## config.mk

```make
export PLATFORM = sky130hd
export DESIGN_NAME = signal_scheduler
export DESIGN_NICKNAME = d
export VERILOG_FILES = /design/src/rtl/signal_scheduler.sv
export SDC_FILE = /design/constraint.sdc
export NUM_CORES = 1
export LEC_CHECK = 0
export CAP_MARGIN = 20
export CORE_MARGIN = 2
export CORE_UTILIZATION = 40
export DETAILED_ROUTE_END_ITERATION = 12
export HOLD_SLACK_MARGIN = 0.1
export PLACE_DENSITY = 0.73
export SKIP_LAST_GASP = 1
export SYNTH_ARGS = -nofsm -noshare
export SYNTH_HDL_FRONTEND = slang
export SYNTH_SLANG_ARGS = --single-unit
export TNS_END_PERCENT = 10
```

## constraint.sdc

```tcl
create_clock -name clk -period 2.3 [get_ports clk]
set_input_delay 0.23 -clock clk [delete_from_list [all_inputs] [get_ports clk]]
set_output_delay 0.23 -clock clk [all_outputs]
set_load 0.005 [all_outputs]
```

## src/rtl/signal_scheduler.sv

```systemverilog
// rtl/signal_scheduler.sv - turn/brake signal mode scheduler with brake preemption and turn resume
module signal_scheduler #(
    parameter int TURN_S  = 10,
    parameter int BRAKE_S = 5
) (
    input  logic       clk,
    input  logic       rst,
    input  logic       en_all,
    input  logic       tick_1s,
    input  logic       req_left,
    input  logic       req_right,
    input  logic       req_brake,
    output logic [1:0] state,
    output logic [3:0] remaining,
    output logic       resume_pending,
    output logic       done
);

    typedef enum logic [1:0] {
        NORMAL = 2'b00,
        LEFT   = 2'b01,
        RIGHT  = 2'b10,
        BRAKE  = 2'b11
    } state_t;

    localparam logic [3:0] TURN_LOAD  = 4'(TURN_S);
    localparam logic [3:0] BRAKE_LOAD = 4'(BRAKE_S);

    state_t     state_q, state_d;
    logic [3:0] rem_q, rem_d;
    state_t     saved_q, saved_d;
    logic [3:0] saved_rem_q, saved_rem_d;
    logic       pend_q, pend_d;
    logic       done_q, done_d;

    always_ff @(posedge clk or posedge rst) begin
        if (rst) begin
            state_q     <= NORMAL;
            rem_q       <= 4'd0;
            saved_q     <= NORMAL;
            saved_rem_q <= 4'd0;
            pend_q      <= 1'b0;
            done_q      <= 1'b0;
        end else begin
            state_q     <= state_d;
            rem_q       <= rem_d;
            saved_q     <= saved_d;
            saved_rem_q <= saved_rem_d;
            pend_q      <= pend_d;
            done_q      <= done_d;
        end
    end

    always_comb begin
        state_d     = state_q;
        rem_d       = rem_q;
        saved_d     = saved_q;
        saved_rem_d = saved_rem_q;
        pend_d      = pend_q;
        done_d      = 1'b0;

        if (!en_all) begin
            state_d     = NORMAL;
            rem_d       = 4'd0;
            saved_d     = NORMAL;
            saved_rem_d = 4'd0;
            pend_d      = 1'b0;
        end else if (req_brake) begin
            // Entering brake from a turn parks the turn with its time frozen
            if (state_q == LEFT || state_q == RIGHT) begin
                saved_d     = state_q;
                saved_rem_d = rem_q;
                pend_d      = 1'b1;
            end else if (state_q == NORMAL) begin
                pend_d = 1'b0;
            end
            state_d = BRAKE;
            rem_d   = BRAKE_LOAD;
        end else if (req_right || req_left) begin
            if (state_q == BRAKE) begin
                saved_d     = req_right ? RIGHT : LEFT;
                saved_rem_d = TURN_LOAD;
                pend_d      = 1'b1;
            end else begin
                state_d = req_right ? RIGHT : LEFT;
                rem_d   = TURN_LOAD;
            end
        end else if (tick_1s && state_q != NORMAL && rem_q != 4'd0) begin
            if (rem_q == 4'd1) begin
                done_d = 1'b1;
                pend_d = 1'b0;
                if (state_q == BRAKE && pend_q) begin
                    state_d = saved_q;
                    rem_d   = saved_rem_q;
                end else begin
                    state_d = NORMAL;
                    rem_d   = 4'd0;
                end
            end else begin
                rem_d = rem_q - 4'd1;
            end
        end
    end

    assign state          = state_q;
    assign remaining      = rem_q;
    assign resume_pending = pend_q;
    assign done           = done_q;

endmodule

```

# Yosys cells after proc, flatten, opt, wreduce, memory -nomap -nowiden
# Cells that the tools add are included.
dict set report op_classes {
  n_eq_ne 12
  reduce_logical 12
  n_addsub 1
  mux 38
}
# operator count
set ops {}
lappend ops {{4-bit two-way mux} 12}
lappend ops {{2-bit two-way mux} 13}
lappend ops {{1-bit two-way mux} 13}
lappend ops {{4-bit by 1-bit inequality test with 1-bit output (second input constant)} 2}
lappend ops {{3-bit by 1-bit inequality test with 1-bit output (second input constant)} 2}
lappend ops {{3-bit AND reduction} 2}
lappend ops {{2-bit equality test (second input constant)} 2}
lappend ops {{4-bit by 1-bit equality test with 1-bit output (second input constant)} 1}
lappend ops {{4-bit by 2-bit inequality test with 1-bit output (second input constant)} 1}
lappend ops {{4-bit by 3-bit inequality test with 1-bit output (second input constant)} 1}
lappend ops {{4-bit inequality test (second input constant)} 1}
lappend ops {{4-bit AND reduction} 1}
lappend ops {{4-bit nonzero test} 1}
lappend ops {{4-bit by 1-bit subtractor with 4-bit output (second input constant)} 1}
lappend ops {{1-bit logical AND} 3}
lappend ops {{3-bit by 2-bit inequality test with 1-bit output (second input constant)} 1}
lappend ops {{2-bit by 1-bit equality test with 1-bit output (second input constant)} 1}
lappend ops {{2-bit zero test} 1}
lappend ops {{1-bit logical OR} 2}
lappend ops {{2-bit AND reduction} 1}
lappend ops {{2-bit nonzero test} 1}
dict set report word_totals {
  out_inout_bits 8
  elab_cells 69
  register_bits 14
}

# Longest topological paths before layout
# Gate-level depths: netlist of run 1.
dict set report logic_depth {
  ltp_word 8
  depth_mapped 5
  depth_no_buf 5
}

# Least setup slack after synthesis of run 1
# Ideal clock, no wire load.
dict set report synth_path {
  kind {reg-to-reg}
  startpoint {register state_q[0] (netlist: state[0])}
  endpoint {register pend_q (netlist: resume_pending)}
  setup_slack_ps 489
  t_required_ps 2174
  stages_incl_launch_ff 6
  arrival_time_ps 1685
  path_cell_list {dfrtp_1 > inv_1 > ha_1 > or4b_4 > o31a_1 > o311a_1}
}
dict set report synth_via {
  elab_chain_cells 5
  elab_cells_between_ends 15
  cone_classes {eq/ne: 6; mux: 3; reduce/logical: 6}
}
# element line_no
set synth_rtl {}
lappend synth_rtl {{from (decl)} 29} ;# state_t state_q, state_d;
lappend synth_rtl {{from (signal assigned)} 45} ;# state_q <= state_d;
lappend synth_rtl {{2-bit nonzero test (tied with other cells)} 88} ;# end else if (tick_1s && state_q != NORMAL && rem_q != 4'd0) begin
lappend synth_rtl {{1-bit logical AND / 1-bit logical OR (equally long branches)} {88, 70}}
lappend synth_rtl {{1-bit logical AND / 1-bit two-way mux (equally long branches)} {88, 70}}
lappend synth_rtl {{4-bit by 1-bit inequality test with 1-bit output (no source line) / 1-bit two-way mux (equally long branches)} --}
lappend synth_rtl {{4-bit AND reduction (no source line) / 1-bit two-way mux (equally long branches)} --}
lappend synth_rtl {{to (signal assigned)} 49} ;# pend_q <= pend_d;
lappend synth_rtl {{to (decl)} 33} ;# logic pend_q, pend_d;
# Several ways; a longest one is shown, not always the timed one.
# A chain may end at the register's enable or synchronous reset.

# Final worst setup path of run 1
dict set report layout_path {
  startpoint {register rem_q[1] (netlist: remaining[1])}
  endpoint {register rem_q[1] (netlist: remaining[1])}
}
dict set report layout_via {
  elab_chain_cells 6
  elab_cells_between_ends 11
  cone_classes {add/sub: 1; eq/ne: 2; mux: 5; reduce/logical: 3}
}
# element line_no
set layout_rtl {}
lappend layout_rtl {{from (decl)} 30} ;# logic [3:0] rem_q, rem_d;
lappend layout_rtl {{from (signal assigned)} 46} ;# rem_q <= rem_d;
lappend layout_rtl {{4-bit by 1-bit subtractor with 4-bit output / 4-bit by 1-bit equality test with 1-bit output (equally long branches)} {100, 89}}
lappend layout_rtl {{4-bit two-way mux} 89} ;# if (rem_q == 4'd1) begin
lappend layout_rtl {{4-bit two-way mux} 88}
lappend layout_rtl {{4-bit two-way mux} 79} ;# end else if (req_right || req_left) begin
lappend layout_rtl {{4-bit two-way mux} 68} ;# end else if (req_brake) begin
lappend layout_rtl {{4-bit two-way mux} 62} ;# if (!en_all) begin
# Several ways; a longest one is shown, not always the timed one. The select of a mux whose other input is x is not followed.

==> results of run 1 <==
state kept, by name (all words and copies together) (netlist names):
signal / flops
done: 1
remaining: 4
resume_pending: 1
saved_q: 2
saved_rem_q: 4
state: 2
worst paths after layout:
kind	start	to	depth (start not counted)
worst max register to register	remaining[1]$_DFFE_PP0P_	remaining[1]$_DFFE_PP0P_	5
worst min-delay path	rst	saved_rem_q[3]$_DFFE_PP0P_	2
min in group clk	saved_rem_q[2]$_DFFE_PP0P_	saved_rem_q[2]$_DFFE_PP0P_	1
worst max-delay path	remaining[1]$_DFFE_PP0P_	remaining[1]$_DFFE_PP0P_	5
max in group asynchronous	rst	done$_DFF_PP0_	2
worst min register to register	saved_rem_q[2]$_DFFE_PP0P_	saved_rem_q[2]$_DFFE_PP0P_	1
power by group through the flow:
| stage | Sequential [uW] | Combinational (uW) | Clock [uW] |
|---|---|---|---|
| 2_1_floorplan | 284 | 115 | 0 |
| 3_3_place_gp | 291 | 167 | 0 |
| 3_5_place_dp | 292 | 171 | 0 |
| 4_1_cts | 287 | 173 | 143 |
| 5_1_grt | 291 | 193 | 152 |
| 6_report | 287 | 173 | 139 |
layout make-up:
cell class,instances,area (um^2),share of cell area
well taps,30,37.54,0.03074
repair buffers,18,170.2,0.1393
inverters,5,18.77,0.01537
multi-input cells,79,621.8,0.5092
clock buffers,3,22.52,0.01844
flip-flops and latches,14,350.3,0.2869
metrics by stage:
stage / std cells / power (uW) / util / setup slack, ns
floorplan: 105 / 398.8 / - / 0.4892
global placement: 146 / 458.4 / 0.4928 / 0.4139
detailed placement: 146 / 463.0 / 0.4928 / 0.3798
CTS: 149 / 602.9 / 0.5021 / 0.3623
global route: 149 / 634.9 / 0.5021 / 0.2178
finish: 149 / 599.0 / 0.5021 / 0.3685
worst max-delay path: stages (launching register included):
cell and delay [ns]:
dfrtp_1 0.43, inv_1 0.13, ha_1 0.22, nor3b_1 0.41, mux2_2 0.39, a221oi_1 0.25
routing by layer:
layer	GRT usage	wire (um)
met3	0.02732	94
met1	0.2743	1117
met4	0.06250	28
met5	0	0
met2	0.2952	1193
kinds of logic after synthesis:
logic type / share of synthesized area
simple gates: 0.2202
flops: 0.3444
xor+xnor: 0.008612
mux: 0.1242
fa+ha+maj: 0.07380
compound gates: 0.1845
buf+inv: 0.04429
cell usage in the layout (no fill, tap or decap), types with 3 or more instances in the layout:
| cell | netlist | routed |
|---|---|---|
| dfrtp_1 | 14 | 14 |
| buf_4 | 0 | 4 |
| clkdlybuf4s50_1 | 0 | 14 |
| and4b_1 | 3 | 3 |
| ha_1 | 6 | 6 |
| mux2_2 | 5 | 5 |
| nand3_1 | 5 | 5 |
| clkbuf_4 | 0 | 3 |
| nor2b_1 | 3 | 3 |
| nand2_1 | 11 | 11 |
| o311a_1 | 4 | 4 |
| inv_1 | 5 | 5 |
| mux2i_1 | 7 | 7 |
| nor2_1 | 3 | 3 |
==> flow_metrics.tcl, run 1 <==
set metrics [dict create \
    p_sw_uw 184.7 \
    p_sw_frac 0.3084 \
    synth_edf_count 0 \
    clk_pin_slew_ns 0.09 \
    rows 18 \
    final_max_slew_viol_count 0 \
    pwr-share-comb 0.289 \
    maxSlewHeadroom 0.5881 \
    clock_latency_ns 0.28 \
    drtIter0Drc 23 \
    routed_wl_um 2434 \
    detail_route.wl_per_cell_um 16.34 \
    cts_sinks 14 \
    design_area_um2 1221 \
    start_util 0.4182 \
    hpwlAfterDp_um 1745 \
    p_leak_uw 0.0005478 \
    core_area_um2 2432 \
    rsz0062_at_grt "no" \
    netlist_top_cells_count "14 x dfrtp_1, 11 x nand2_1, 7 x clkbuf_1, 7 x mux2i_1, 6 x ha_1" \
    clockPowerShare 0.231 \
    yosysSeqAreaShare 0.3444 \
    setup_tns_ns 0 \
    grt_max_degree 19 \
    hold_buffers 0 \
    synth_cell_types 39 \
    final_net_count 134 \
    avgSynthCellArea_um2 9.688 \
    clockBufferDepth 2 \
    ys.flop_type "dfrtp_1" \
    cts_root_buf "clkbuf_4" \
    synth_most_common_cell "dfrtp_1" \
    drtAntennaViolNets 0 \
    chipWidth_um 54.43 \
    synthTopCellsByArea "dfrtp_1 34%, ha_1 7.4%, mux2i_1 6.9%" \
    peakVddDrop_mv 0.3002 \
    dr.pass1.iters 4 \
    end_kind "flip-flop" \
    min_period_over_period 0.8398 \
    powerDensity_nw_per_um2 490.5 \
    period_minus_slack_ns 1.931 \
    drv_cap 0 \
    layout-drive-gt1-share 0.1345 \
    fillerInstances 235 \
    crit_required_ns 2.48 \
    io_pins 15 \
    start_kind "flip-flop" \
    cts_tree "done" \
    finClkSkew_ns 0.006807 \
    worstHoldPathType "input pin to async pin" \
    crit_type "flip-flop to flip-flop" \
    p_int_uw 414.3 \
    syn_inst 105 \
    globalRouteOverflowTotal 0 \
    ys_ff_latch 14 \
    syn_nets 118 \
    grt_antenna_before_repair 0 \
    max_freq_mhz 517.7 \
    cts_resized 0 \
    path_max_fanout 5 \
    whs_ns 0.2944 \
    synth_top_area_frac 0.3444 \
    status "complete, no violations" \
    worstPathArrival_ns 2.11 \
    drc 0 \
    setup_viol 0 \
    dpl-instance-area_um2 1199 \
    hold_viol_final 0 \
    grt_pass1_wl_um 4036 \
    vias 870 \
    dieArea_um2 2963 \
    fp.dieH_um 54.43 \
    viasPerCell 5.839 \
    yosysWarningCount 0 \
    yosys.area.top_type "dfrtp_1" \
    io_buffers 14 \
    grtUsageTotal 0.1915 \
    cts_buffers 3 \
    htreeDepth 1 \
    post_cts.repair.setup_buffers 0 \
    syn-cell-area_um2 1017 \
    seq_power_share 0.480 \
    area_growth_pct 20.05 \
    async_flop_share 1.000 \
    r2r_slack_ns 0.37 \
    diodes 0 \
    worst_pin_slew_ns 0.6160 \
    gp_congestion 0.8138 \
    grt_pass1_vias 855 \
]
Note: power is estimated with default switching activity, not from simulation.
==> inputs of run 2 (changes only) <==
==> constraint.sdc (replaced) <==
create_clock -name clk -period 1.9 [get_ports clk]
set_input_delay 0.19 -clock clk [delete_from_list [all_inputs] [get_ports clk]]
set_output_delay 0.19 -clock clk [all_outputs]
set_load 0.005 [all_outputs]
==> run 2 against run 1 <==
Global-route usage shrank 0.79 points. Core utilization up 3.7 points. Sequential power is 19% higher. Combinational power is 39% higher.
==> flow_metrics.tcl, run 2 (same netlist as run 1, synthesis figures left out) <==
set metrics [dict create \
    p_int_uw 564.2 \
    area_growth_pct 28.78 \
    pwr-share-comb 0.303 \
    layout-drive-gt1-share 0.2109 \
    clockBufferDepth 2 \
    r2r_start "state[0]$_DFFE_PP0P_" \
    viasPerCell 5.747 \
    drtIter0Drc 20 \
    worstPathArrival_ns 2.01 \
    path_cells "inv_1 > ha_1 > or4b_4 > o31a_1 > o311a_1" \
    worst_pin_slew_ns 0.5290 \
    p_sw_frac 0.2900 \
    htreeDepth 1 \
    max_freq_mhz 544.9 \
    powerDensity_nw_per_um2 606.6 \
    vias 908 \
    hold_viol_final 0 \
    dr.pass1.iters 4 \
    setup_viol 0 \
    p_sw_uw 230.4 \
    drc 0 \
    path_max_fanout 2 \
    post_cts.repair.setup_buffers 0 \
    chipWidth_um 54.43 \
    hold_buffers 0 \
    status "complete, no violations" \
    io_pins 15 \
    grt_antenna_before_repair 0 \
    grt_pass1_wl_um 3843 \
    gp_congestion 0.8048 \
    drv_cap 0 \
    clockPowerShare 0.268 \
    globalRouteOverflowTotal 0 \
    design_area_um2 1310 \
    fillerInstances 219 \
    cts_sinks 14 \
    final_max_slew_viol_count 0 \
    fp.dieH_um 54.43 \
    final_net_count 142 \
    io_buffers 14 \
    drtAntennaViolNets 0 \
    seq_power_share 0.430 \
    crit_slowest_cell "or4b_4" \
    end_kind "flip-flop" \
    setup_tns_ns 0 \
    cts_root_buf "clkbuf_4" \
    detail_route.wl_per_cell_um 15.03 \
    clk_pin_slew_ns 0.09 \
    finClkSkew_ns 0.004159 \
    grt_pass1_vias 854 \
    grtUsageTotal 0.1836 \
    period_minus_slack_ns 1.835 \
    dpl-instance-area_um2 1259 \
    reg2reg_depth 5 \
    cts_buffers 3 \
    crit_required_ns 2.07 \
    r2r-end "resume_pending$_DFFE_PP0P_" \
    grt_max_degree 18 \
    rows 18 \
    cts_tree "done" \
    diodes 0 \
    worstHoldPathType "input pin to async pin" \
    layout_common_cells "14 x dfrtp_1, 14 x clkdlybuf4s50_1, 12 x buf_4" \
    maxSlewHeadroom 0.6470 \
    critPathMaxStageDelay_ns 0.51 \
    p_leak_uw 0.0005974 \
    routed_wl_um 2375 \
    hpwlAfterDp_um 1855 \
    core_area_um2 2432 \
    start_kind "flip-flop" \
    rsz0062_at_grt "yes" \
    crit_type "flip-flop to flip-flop" \
    start_util 0.4182 \
    clock_latency_ns 0.28 \
    cts_resized 0 \
    dieArea_um2 2963 \
    min_period_over_period 0.9659 \
    r2r_slack_ns 0.06 \
    peakVddDrop_mv 0.4703 \
]
run 2: changes by cell type in the layout (fill, tap and decap cells not counted), sizes merged:
cell	delta
buf	+8
clkbuf	+1
run 2: power groups by stage:
stage	clock (uW)	sequential [uW]	combinational (uW)
finish	213	341	240
CTS	221	341	234
global route	235	345	264
floorplan	0	344	139
detailed placement	0	347	233
global placement	0	345	227
run 2: final cells by class:
class	count	area, um^2	share of cell area
Multi-Input combinational cell	79	636.9	0.4861
Sequential cell	14	350.3	0.2674
Timing Repair Buffer	26	230.2	0.1757
Tap cell	30	37.54	0.02865
Clock buffer	4	36.28	0.02770
Inverter	5	18.77	0.01433
run 2: stage by stage:
stage	worst slack, ns	std cells	hold WS (ns)	utilization	power [uW]
floorplan	0.08923	105	0.07922	-	482.8
global placement	0.05402	154	0.5076	0.5175	572.5
detailed placement	0.01635	154	0.5068	0.5175	579.3
CTS	0.07446	158	0.2529	0.5324	795.7
global route	-0.02227	158	0.2922	0.5386	843.8
finish	0.06470	158	0.2378	0.5386	794.7
run 2: worst max-delay path by stage:
stage,startpoint,endpoint,slack (ns)
4_1_cts,state[0]$_DFFE_PP0P_,resume_pending$_DFFE_PP0P_,0.07
6_report,state[0]$_DFFE_PP0P_,resume_pending$_DFFE_PP0P_,0.06
5_1_grt,remaining[1]$_DFFE_PP0P_,remaining[1]$_DFFE_PP0P_,-0.02
3_5_place_dp,req_left,resume_pending$_DFFE_PP0P_,0.02
3_3_place_gp,req_left,resume_pending$_DFFE_PP0P_,0.05
2_1_floorplan,state[0]$_DFFE_PP0P_,resume_pending$_DFFE_PP0P_,0.09
run 2: routing by layer:
layer  part of all wire  vias to the layer above  track usage  wire length, um
met5                  0                        -            0                0
met4              0.035                        0      0.09167               82
met3              0.039                       10      0.05738               92
met2               0.47                       24       0.2811             1108
met1               0.46                      437       0.2315             1090
li1                   -                      437            -                -
run 2: worst max-delay path, delay by kind of cell, from the launching register on:
family	cells	cell delay (ns)
AOI/OAI and AO/OA	2	0.58
DFF	1	0.36
adders and majority gates	1	0.22
and+or+nand+nor	1	0.51
buffers and inverters	1	0.06
==> inputs of run 3 (changes only) <==
--- a/config.mk
+++ b/config.mk
@@ -10,6 +10,7 @@
 export CORE_UTILIZATION = 40
 export DETAILED_ROUTE_END_ITERATION = 12
 export HOLD_SLACK_MARGIN = 0.1
+export MAX_ROUTING_LAYER = met4
 export PLACE_DENSITY = 0.73
 export SKIP_LAST_GASP = 1
 export SYNTH_ARGS = -nofsm -noshare
==> run 3 against run 2 <==
Non-clock buffer count unchanged. Die area unchanged. Maximum frequency barely moved. Wire length rose by 1.1%. Clock power about the same. Global-route usage up 0.52 points. Sequential share of layout area stayed put. Combinational power barely moved. Clock-buffer cell count did not move. Sequential cell count unchanged. Register-to-register slack hardly changed. Critical endpoint unchanged. Largest cell class unchanged.
==> flow_metrics.tcl, run 3 (same netlist as run 1, synthesis figures left out) <==
set metrics [dict create \
    clk_pin_slew_ns 0.09 \
    viasPerCell 5.791 \
    peakVddDrop_mv 0.4702 \
    finClkSkew_ns 0.004165 \
    start_kind "flip-flop" \
    drv_cap 0 \
    powerDensity_nw_per_um2 606.9 \
    whs_ns 0.2372 \
    chipWidth_um 54.43 \
    final_net_count 142 \
    io_pins 15 \
    drtIter0Drc 17 \
    worstHoldPathType "input pin to async pin" \
    cts_resized 0 \
    final_max_slew_viol_count 0 \
    layout-drive-gt1-share 0.2109 \
    p_leak_uw 0.0005974 \
    crit_required_ns 2.07 \
    hold_viol_final 0 \
    rows 18 \
    grt_pass1_vias 855 \
    cts_sinks 14 \
    setup_viol 0 \
    area_growth_pct 28.78 \
    clock_latency_ns 0.28 \
    post_cts.repair.setup_buffers 0 \
    cts_buffers 3 \
    use_met2 0.2811 \
    cts_tree "done" \
    crit_type "flip-flop to flip-flop" \
    max_freq_mhz 544.7 \
    critPathMaxStageDelay_ns 0.51 \
    worst_pin_slew_ns 0.5272 \
    end_kind "flip-flop" \
    setup_tns_ns 0 \
    hold_buffers 0 \
    period_minus_slack_ns 1.836 \
    routed_wl_um 2402 \
    io_buffers 14 \
    gp_congestion 0.8165 \
    dr.pass1.iters 4 \
    diodes 0 \
    status "complete, no violations" \
    crit_slowest_cell "or4b_4" \
    use_met1 0.2315 \
    vias 915 \
    start_util 0.4182 \
    core_area_um2 2432 \
    layout_common_cells "14 x dfrtp_1, 14 x clkdlybuf4s50_1, 12 x buf_4" \
    grtUsageTotal 0.1888 \
    min_period_over_period 0.9663 \
    drtAntennaViolNets 0 \
    grt_util_met3 0.05738 \
    globalRouteOverflowTotal 0 \
    clockBufferDepth 2 \
    path_cells "inv_1 > ha_1 > or4b_4 > o31a_1 > o311a_1" \
    path_max_fanout 2 \
    htreeDepth 1 \
    maxSlewHeadroom 0.6481 \
    grt_antenna_before_repair 0 \
    cts_root_buf "clkbuf_4" \
    grt.busiest_layer "met2" \
    detail_route.wl_per_cell_um 15.20 \
    fp.dieH_um 54.43 \
    worstPathArrival_ns 2.01 \
    hpwlAfterDp_um 1855 \
    grt_max_degree 18 \
    drc 0 \
    dieArea_um2 2963 \
    rsz0062_at_grt "yes" \
    grt_pass1_wl_um 3843 \
]
[run 3: cell counts in the layout (fill, tap and decap cells not counted)]
Identical to the previous run, type by type.
[run 3: path summary, 6_finish.rpt]
path                                         endpoint                  startpoint  cells past startpoint  slack (ns)
max in group asynchronous    remaining[0]$_DFFE_PP0P_                         rst                      2        1.31
hold reg to reg            saved_rem_q[2]$_DFFE_PP0P_  saved_rem_q[2]$_DFFE_PP0P_                      1        0.53
setup reg to reg           resume_pending$_DFFE_PP0P_        state[0]$_DFFE_PP0P_                      5        0.06
setup / recovery           resume_pending$_DFFE_PP0P_        state[0]$_DFFE_PP0P_                      5        0.06
min in group clk           saved_rem_q[2]$_DFFE_PP0P_  saved_rem_q[2]$_DFFE_PP0P_                      1        0.53
hold / removal                 saved_q[0]$_DFFE_PP0P_                         rst                      2        0.24
[run 3: final cells by class]
cell class	count	area (um^2)
Fill cell	219	1122
Sequential cell	14	350.3
Multi-Input combinational cell	79	636.9
Inverter	5	18.77
Timing Repair Buffer	26	230.2
Clock buffer	4	36.28
Tap cell	30	37.54
[run 3: report_power, final]
| part | switching, uW | total (uW) | internal (uW) |
|---|---|---|---|
| registers | 23.2 | 341 | 318 |
| clock network | 96.1 | 213 | 117 |
| logic | 112 | 241 | 129 |
[run 3: layer usage]
metal | vias to the layer above | routed length [um]
met5 | - | 0
met4 | 0 | 66
met3 | 8 | 94
met2 | 24 | 1137
met1 | 447 | 1102
li1 | 436 | -
[run 3: through the flow]
stage          setup WS (ns)  instances  utilization  total power [uW]  cell area [um^2]
6_report             0.06409        158       0.5386             795.0              1310
2_1_floorplan        0.08923        105            -             482.8              1017
5_1_grt             -0.02227        158       0.5386             843.8              1310
3_3_place_gp         0.05402        154       0.5175             572.5              1259
3_5_place_dp         0.01635        154       0.5175             579.3              1259
4_1_cts              0.07446        158       0.5324             795.7              1295
[run 3: critical path, delay by kind of cell (launching register included)]
kind	cells	cell delay, ns
buffers and inverters	1	0.06
adders and majority gates	1	0.22
DFF	1	0.36
and+or+nand+nor	1	0.51
AOI/OAI and AO/OA	2	0.58
